[config.mk]
export PLATFORM = sky130hd
export DESIGN_NAME = gps_uart_rx
export DESIGN_NICKNAME = d
export VERILOG_FILES = /design/src/rtl/gps_pkg.sv /design/src/rtl/nmea_checksum.sv /design/src/rtl/gps_uart_rx.sv
export SDC_FILE = /design/constraint.sdc
export NUM_CORES = 1
export LEC_CHECK = 0
export ABC_CLOCK_PERIOD_IN_PS = 4000
export BUFFER_PORTS_ARGS = -buffer_cell sky130_fd_sc_hd__buf_4
export CAP_MARGIN = 20
export CORE_MARGIN = 2
export CORE_UTILIZATION = 55
export CTS_CLUSTER_SIZE = 30
export DETAILED_ROUTE_END_ITERATION = 10
export HOLD_SLACK_MARGIN = 0.02
export PLACE_DENSITY_LB_ADDON = 0.2
export SLEW_MARGIN = 25
export SYNTH_ARGS = -nofsm -noshare
export SYNTH_HDL_FRONTEND = slang
export SYNTH_SLANG_ARGS = --single-unit
[constraint.sdc]
create_clock -name clock_50mhz -period 4 [get_ports clock_50mhz]
set_input_delay 0.8 -clock clock_50mhz [delete_from_list [all_inputs] [get_ports clock_50mhz]]
set_output_delay 0.8 -clock clock_50mhz [all_outputs]
set_load 0.005 [all_outputs]
[src/rtl/gps_pkg.sv]
// Shared constants, state types and helpers for the GPS UART receive path.
package gps_pkg;

  localparam logic [7:0] ASC_DOLLAR = 8'h24;
  localparam logic [7:0] ASC_STAR   = 8'h2A;
  localparam logic [7:0] ASC_COMMA  = 8'h2C;
  localparam logic [7:0] ASC_CR     = 8'h0D;

  typedef enum logic [2:0] {
    S_IDLE,
    S_START,
    S_DATA,
    S_STOP,
    S_BREAK
  } rx_state_t;

  typedef enum logic [1:0] {
    P_IDLE,
    P_BODY,
    P_HEX1,
    P_HEX2
  } nmea_phase_t;

  // Clocks per serial bit, rounded to nearest.
  function automatic int bit_clks(input int clk_hz, input int baud);
    return (clk_hz + baud / 2) / baud;
  endfunction

  function automatic logic is_hex(input logic [7:0] c);
    return ((c >= 8'h30) && (c <= 8'h39)) || ((c >= 8'h41) && (c <= 8'h46));
  endfunction

  function automatic logic [3:0] hex_nib(input logic [7:0] c);
    return (c <= 8'h39) ? c[3:0] : 4'(c[3:0] + 4'd9);
  endfunction

endpackage

[src/rtl/nmea_checksum.sv]
// NMEA sentence tracker: XOR of the body between '$' and '*', compared
// against the two trailing uppercase hex characters.
module nmea_checksum
  import gps_pkg::*;
(
  input  logic       clock_50mhz,
  input  logic       reset_n,
  input  logic [7:0] rx_byte,
  input  logic       byte_stb,
  input  logic       abort,
  output logic       sentence_done,
  output logic       checksum_ok
);

  nmea_phase_t phase;
  logic [7:0]  xor_acc;
  logic [3:0]  hi_nib;
  logic        bad_hex;

  always_ff @(posedge clock_50mhz or negedge reset_n) begin
    if (!reset_n) begin
      phase         <= P_IDLE;
      xor_acc       <= 8'h00;
      hi_nib        <= 4'h0;
      bad_hex       <= 1'b0;
      sentence_done <= 1'b0;
      checksum_ok   <= 1'b0;
    end else begin
      sentence_done <= 1'b0;
      if (abort) begin
        phase <= P_IDLE;
      end else if (byte_stb) begin
        if (rx_byte == ASC_DOLLAR) begin
          xor_acc <= 8'h00;
          bad_hex <= 1'b0;
          phase   <= P_BODY;
        end else begin
          case (phase)
            P_BODY: begin
              if (rx_byte == ASC_STAR) phase <= P_HEX1;
              else                     xor_acc <= xor_acc ^ rx_byte;
            end
            P_HEX1: begin
              hi_nib  <= hex_nib(rx_byte);
              bad_hex <= !is_hex(rx_byte);
              phase   <= P_HEX2;
            end
            P_HEX2: begin
              sentence_done <= 1'b1;
              checksum_ok   <= !bad_hex && is_hex(rx_byte) &&
                               ({hi_nib, hex_nib(rx_byte)} == xor_acc);
              phase         <= P_IDLE;
            end
            default: ;
          endcase
        end
      end
    end
  end

endmodule

[src/rtl/gps_uart_rx.sv]
// 8N1 receiver for the GPS NMEA stream with a stretched data_valid so the
// downstream 3-FF valid synchroniser always sees each byte with data stable.
module gps_uart_rx
  import gps_pkg::*;
#(
  parameter int CLK_HZ     = 50_000_000,
  parameter int BAUD       = 9600,
  parameter int VALID_HOLD = 8
) (
  input  logic       clock_50mhz,
  input  logic       reset_n,
  input  logic       rx,
  output logic [7:0] data,
  output logic       data_valid,
  output logic       frame_error,
  output logic       sentence_done,
  output logic       checksum_ok
);

  localparam int              BIT_CLKS  = bit_clks(CLK_HZ, BAUD);
  localparam int              HALF_CLKS = BIT_CLKS / 2;
  localparam logic [15:0]     BIT_M1    = 16'(BIT_CLKS - 1);
  localparam logic [15:0]     HALF_M1   = 16'(HALF_CLKS - 1);
  localparam int              HW        = $clog2(VALID_HOLD + 1);
  localparam logic [HW-1:0]   HOLD_INIT = HW'(VALID_HOLD);

  if ((VALID_HOLD < 4) || (VALID_HOLD >= 9 * BIT_CLKS)) begin : g_bad_hold
    $error("gps_uart_rx: VALID_HOLD out of range");
  end

  logic [1:0]    rx_sync;
  logic          rx_s;
  rx_state_t     state, state_nxt;
  logic [15:0]   timer, timer_nxt;
  logic [2:0]    idx, idx_nxt;
  logic [7:0]    shift_q, shift_nxt;
  logic          good_stb, ferr;
  logic [HW-1:0] hold_cnt;

  assign rx_s       = rx_sync[1];
  assign data_valid = (hold_cnt != '0);

  always_ff @(posedge clock_50mhz or negedge reset_n) begin
    if (!reset_n) rx_sync <= 2'b11;
    else          rx_sync <= {rx_sync[0], rx};
  end

  always_comb begin
    state_nxt = state;
    timer_nxt = timer + 16'd1;
    idx_nxt   = idx;
    shift_nxt = shift_q;
    good_stb  = 1'b0;
    ferr      = 1'b0;
    case (state)
      S_IDLE: begin
        timer_nxt = 16'd0;
        if (!rx_s) state_nxt = S_START;
      end
      S_START: begin
        if (timer == HALF_M1) begin
          timer_nxt = 16'd0;
          idx_nxt   = 3'd0;
          state_nxt = rx_s ? S_IDLE : S_DATA;
        end
      end
      S_DATA: begin
        if (timer == BIT_M1) begin
          timer_nxt = 16'd0;
          shift_nxt = {rx_s, shift_q[7:1]};
          idx_nxt   = idx + 3'd1;
          if (idx == 3'd7) state_nxt = S_STOP;
        end
      end
      S_STOP: begin
        if (timer == BIT_M1) begin
          timer_nxt = 16'd0;
          // Back to IDLE at mid-stop so a start bit with zero idle is still caught.
          if (rx_s) begin
            good_stb  = 1'b1;
            state_nxt = S_IDLE;
          end else begin
            ferr      = 1'b1;
            state_nxt = S_BREAK;
          end
        end
      end
      S_BREAK: begin
        timer_nxt = 16'd0;
        if (rx_s) state_nxt = S_IDLE;
      end
      default: state_nxt = S_IDLE;
    endcase
  end

  always_ff @(posedge clock_50mhz or negedge reset_n) begin
    if (!reset_n) begin
      state       <= S_IDLE;
      timer       <= 16'd0;
      idx         <= 3'd0;
      shift_q     <= 8'h00;
      data        <= 8'h00;
      hold_cnt    <= '0;
      frame_error <= 1'b0;
    end else begin
      state       <= state_nxt;
      timer       <= timer_nxt;
      idx         <= idx_nxt;
      shift_q     <= shift_nxt;
      frame_error <= ferr;
      if (good_stb) begin
        data     <= shift_q;
        hold_cnt <= HOLD_INIT;
      end else if (hold_cnt != '0) begin
        hold_cnt <= hold_cnt - HW'(1);
      end
    end
  end

  nmea_checksum u_nmea (
    .clock_50mhz   (clock_50mhz),
    .reset_n       (reset_n),
    .rx_byte       (shift_q),
    .byte_stb      (good_stb),
    .abort         (ferr),
    .sentence_done (sentence_done),
    .checksum_ok   (checksum_ok)
  );

endmodule
; Yosys cells after proc, flatten, opt, wreduce, memory -nomap -nowiden
; Index checks and enable logic that the tools add are counted.
[op_classes]
mux = 38
n_lt_le_gt_ge = 4
n_bitwise = 3
n_eq_ne = 21
n_reduce_logical = 25
addsub = 4
[ops]
columns = op, n
row1 = 16-bit one-hot mux with 3 select lines, 1
row2 = 16-bit two-way mux, 2
row3 = 3-bit two-way mux, 9
row4 = 8-bit two-way mux, 3
row5 = 16-bit by 1-bit adder with 16-bit output (second input constant), 1
row6 = 16-bit by 12-bit equality test with 1-bit output (second input constant), 1
row7 = 16-bit by 13-bit equality test with 1-bit output (second input constant), 1
row8 = 8-bit by 6-bit equality test with 1-bit output (second input constant), 2
row9 = 3-bit one-hot mux with 5 select lines, 1
row10 = 1-bit two-way mux, 12
row11 = 4-bit two-way mux, 3
row12 = 2-bit != test (second input constant), 6
row13 = 4-bit AND reduction, 3
row14 = 2-bit two-way mux, 5
row15 = 2-bit nonzero test, 5
row16 = 3-bit AND reduction, 3
row17 = 8-bit equality test, 1
row18 = 8-bit by 6-bit >= comparator with 1-bit output (second input constant), 1
row19 = 8-bit by 7-bit >= comparator with 1-bit output (second input constant), 1
row20 = 8-bit by 6-bit less-or-equal comparator with 1-bit output (second input constant), 1
row21 = 8-bit by 7-bit less-or-equal comparator with 1-bit output (second input constant), 1
row22 = 8-bit XOR, 1
row23 = 3-bit by 2-bit equality test with 1-bit output (second input constant), 2
row24 = 3-bit equality test (second input constant), 2
row25 = 20 further kinds, 27
[word_totals]
output_inout_bits = 12
input_bits = 3
register_bits = 62

; Longest topological paths before layout
[depth]
ltp_word = 6
ltp_mapped = 9
depth_no_buf = 7

; Cells and area by module
; From an unflattened synthesis, not the netlist that was laid out.
[hier_totals]
cells_unflattened = 338
area_unflattened_um2 = 3433.3
[by_module_without_submodules]
columns = mod, seq_area_each_um2, area_per_inst_um2, cells_each, instances
row1 = gps_uart_rx, 1128.6, 2190.9, 192, 1
row2 = nmea_checksum, 425.4, 1242.4, 146, 1

; Least setup slack after synthesis
; Ideal clock, no wire load.
[synth_timing]
path_type = reg-to-reg
start = register shift_q[0]
end = register u_nmea.checksum_ok
t_arrival_ps = 2177
setup_time_ps = 95
required_ps = 3905
stages_incl_launch_ff = 9
slack_ps = 1727
path_buffers = 1
path_cell_list = dfrtp_1 > clkbuf_1 > inv_1 > ha_1 > o21bai_1 > a211oi_1 > or3_1 > a2111o_1 > o31ai_1
[synth_via]
elab_chain_len = 5
[synth_rtl]
columns = element, line
row1 = start: declaration, gps_uart_rx.sv:36  ; logic [7:0] shift_q, shift_nxt;
row2 = start signal: assignment, gps_uart_rx.sv:109  ; shift_q <= shift_nxt;
row3 = branches (longest 5 deep; another with 8-bit by 6-bit less-or-equal comparator with 1-bit output), n/a
row4 = end signal: assignment, nmea_checksum.sv:50  ; checksum_ok <= !bad_hex && is_hex(rx_byte) &&
row5 = end: declaration, nmea_checksum.sv:12  ; output logic checksum_ok
; Parallel ways; which one is timed is not known.
; A chain may end at the register's enable or synchronous reset.

; Final worst setup path
[layout_timing]
start = register timer[8]
end = register u_nmea.hi_nib[3]
[layout_via]
elab_chain_len = 5
[layout_rtl]
columns = element, line
row1 = start: declaration, gps_uart_rx.sv:34  ; logic [15:0] timer, timer_nxt;
row2 = start signal: assignment, gps_uart_rx.sv:107  ; timer <= timer_nxt;
row3 = 16-bit by 13-bit equality test with 1-bit output (*), gps_uart_rx.sv:76  ; if (timer == BIT_M1) begin
row4 = 1-bit two-way mux, gps_uart_rx.sv:76
row5 = 1-bit two-way mux, gps_uart_rx.sv:55  ; case (state)
row6 = 1-bit inverter (no source line), n/a
row7 = 4-bit AND reduction (no source line) (*), n/a
row8 = end signal: assignment, nmea_checksum.sv:44  ; hi_nib <= hex_nib(rx_byte);
row9 = end: declaration, nmea_checksum.sv:17  ; logic [3:0] hi_nib;
; Every way passes the cells marked *; elsewhere a longest branch is shown, timed or not.

==> impl_metrics.py <==
metrics = {
    "cells_and_area": {
        "antennaDiodeCount": 0,
        "syn2layout_area_growth_pct": 9.345,
        "nets": 362,
        "finalInstanceArea_um2": 3675,
        "fin_cells": 426,
        "drive_gt1_share_pct": 14.53,
        "num-fill-cells": 515,
    },
    "worst_hold_path": {
        "min_path_type": "reg -> reg",
    },
    "synthesis": {
        "synth.net_count": 353,
        "synth-seq-cells": 62,
        "synth_area_um2": 3361,
        "synthCells": 338,
        "async_reset_ff_share_pct": 100.0,
        "postSynthAreaPerCell_um2": 9.943,
        "synth-seq-area-share_pct": 46.24,
        "synth_top_area_cell": "dfrtp_1",
        "synth_ff_type": "dfrtp_1",
        "synth.distinct_cells": 61,
        "synth_top_area_share_pct": 44.68,
        "yosys-top-cells-area": "dfrtp_1, ha_1, xnor2_1",
        "yosys_warnings": 0,
        "synth-edff-count": 0,
    },
    "clock_tree": {
        "clk_pin_slew_ns": 0.07,
        "cts_root_buf": "clkbuf_8",
        "cts.path.max_buffers": 2,
        "post_cts_buffers": 0,
        "h-tree-depth": 3,
        "cts_resized": 0,
        "hold_buffers": 0,
        "cts_buffers": 9,
        "clkLatencyLatePin_ns": 0.35,
        "cts_tree": "yes",
        "cts_sinks": 62,
    },
    "critical_path": {
        "path_class": "reg -> reg",
        "startpoint_type": "flip-flop",
        "endpoint_kind": "flip-flop",
        "arrival_ns": 2.78,
        "crit_required_ns": 4.23,
        "cp_max_fo": 18,
    },
    "detailed_routing": {
        "wirelength_mm": 6.829,
        "routed_via_density": 6.063,
        "post-route-drc-count": 0,
        "firstDrtPassIters": 4,
        "drt_iter0_drc": 228,
        "vias": 2583,
        "wire_per_inst_um": 16.03,
        "ant_nets": 0,
    },
    "power": {
        "p_per_area_nw_per_um2": 322.6,
        "vdd_drop_max_v": 0.0001819,
        "p_seq_share_pct": 53.2,
        "p_comb_share_pct": 1.1,
        "power.leakage_nw": 1.643,
        "netSwitchingFraction_pct": 21.59,
        "internal_power_w": 0.0009297,
        "power_switching_w": 0.0002559,
        "p_clk_share_pct": 45.7,
    },
    "global_route": {
        "grt-ovfl-total": 0,
        "grt_usage_pct": 23.22,
        "grt_pass1_wl_mm": 11.74,
        "grt_max_degree": 63,
        "grt_pass1_vias": 2541,
        "antenna_found_initial": 0,
    },
    "floorplanning": {
        "die-width_um": 82.17,
        "core_area_um2": 5921,
        "initial_utilization_pct": 56.76,
        "rows": 28,
        "top_level_ports": 15,
        "die_area_um2": 6752,
        "die_y_um": 82.17,
    },
    "sta": {
        "fin_setup_tns_ns": 0,
        "worst_slack_ns": 1.455,
        "min_period_ns": 2.545,
        "worst_pin_slew_ns": 0.7636,
        "rsz0062_at_grt": "false",
        "fin_skew_ns": 0.008572,
        "setup_violations": 0,
        "hold_violations": 0,
        "max_slew_margin_pct": 49.09,
        "clock.fmax_ghz": 0.3929,
        "period_share_pct": 63.63,
        "slew_violations": 0,
    },
    "placed_design": {
        "dp_slack_ns": 1.468,
        "dpl.hpwl_mm": 4.499,
        "dp.cells": 411,
        "gp_congestion": 0.8898,
        "placed_area_um2": 3483,
        "io_buffers": 14,
    },
    "flow_run": {
        "drv_cap": 0,
    },
    "run_status": {
        "status": "completed",
    },
}
[routing by layer]
metal	share of wire [%]	up-vias	track usage (%)	wire length (µm)
met5	0	-	0	0
met4	2.5	0	11.33	170
met3	4.8	17	6.196	331
met2	46	75	36.50	3168
met1	46	1256	29.81	3160
li1	-	1235	-	-
[final timing paths]
path / from / to / slack (ns) / cells past startpoint
min in group asynchronous: reset_n / data[5] / 0.52 / 1
min: rx_sync[0] / rx_sync[1] / 0.36 / 0
max reg2reg: timer[8] / u_nmea.hi_nib[3] / 1.45 / 6
min reg2reg: rx_sync[0] / rx_sync[1] / 0.36 / 0
max: timer[8] / u_nmea.hi_nib[3] / 1.45 / 6
max in group asynchronous: reset_n / u_nmea.xor_acc[7] / 2.97 / 1
[kinds of logic after synthesis]
group | Yosys count | synth area share, %
multiplexers | 12 | 4.765
flip-flops | 62 | 46.24
AO/OA/AOI/OAI | 58 | 11.13
XOR/XNOR | 21 | 5.882
buffers and inverters | 29 | 3.946
adder cells (fa/ha/maj) | 12 | 4.467
AND/OR/NAND/NOR | 144 | 23.57
[final cells by class]
class | instances | area (µm²) | area share (%)
clock buffers | 11 | 141.4 | 3.847
clock inverters | 4 | 47.55 | 1.294
inverters | 11 | 41.29 | 1.124
multi-input cells | 247 | 1677 | 45.62
flip-flops and latches | 62 | 1554 | 42.29
well taps | 75 | 93.84 | 2.554
repair buffers | 16 | 120.1 | 3.269
[power by group through the flow]
stage	combinational (W)	sequential [W]	clock, W
after floorplan	0.00000192	0.000641	0
after global placement	0.0000145	0.000642	0
after detailed placement	0.0000147	0.000642	0
after CTS	0.0000147	0.000630	0.000554
after global routing	0.0000162	0.000630	0.000581
final	0.0000136	0.000630	0.000542
[through the flow]
step / hold slack [ns] / total power, W / utilization (%)
after global placement: 0.3455 / 0.0006565 / 58.83
after detailed placement: 0.3512 / 0.0006568 / 58.83
final: 0.3575 / 0.001186 / 62.07
after CTS: 0.3604 / 0.001199 / 62.02
after global routing: 0.3640 / 0.001227 / 62.07
after floorplan: 0.3452 / 0.0006427 / -
[synth_stat cells (6+ instances only)]
cell and number:
a21oi_1 12, and3_1 9, clkbuf_1 11, dfrtp_1 60, ha_1 12, inv_1 11, mux2_2 6, nand2_1 31
nand3_1 19, nand4_1 11, nand4b_1 6, nor2_1 19, nor3_1 18, o21ai_0 22, xnor2_1 14, xor2_1 6
[cells in the final DEF (no fill, tap or decap), types with 3 or more instances in the layout]
cell      instances
nand4_1          11
xor2_1            6
nand3_1          19
xnor2_1          14
ha_1             12
nand2b_1          4
o21ai_0          22
clkbuf_8         10
dfrtp_1          60
nand4b_1          6
nor3_1           18
and3_1            9
mux2_2            6
nor2_1           18
buf_4            16
inv_1            11
nor3b_1           3
nor4bb_1          3
or3_1             4
nand2_1          31
mux2_4            4
a21oi_1          12
[sequential cells by signal, indices dropped and copies added (netlist names)]
signal and flops:
u_nmea.bad_hex 1, idx 3, data 8, u_nmea.xor_acc 8, frame_error 1, u_nmea.sentence_done 1
state 3, hold_cnt 4, u_nmea.phase 2, shift_q 8, u_nmea.checksum_ok 1, timer 16
rx_sync 2, u_nmea.hi_nib 4
[critical path, cell delays in order, from the launching register on]
cell     delay [ns]
dfrtp_1        0.42
or4_4          0.59
nor3_4         0.30
and4_1         0.23
buf_4          0.23
and3_1         0.34
mux2_4         0.33
Note: power is estimated with default switching activity, not from simulation.
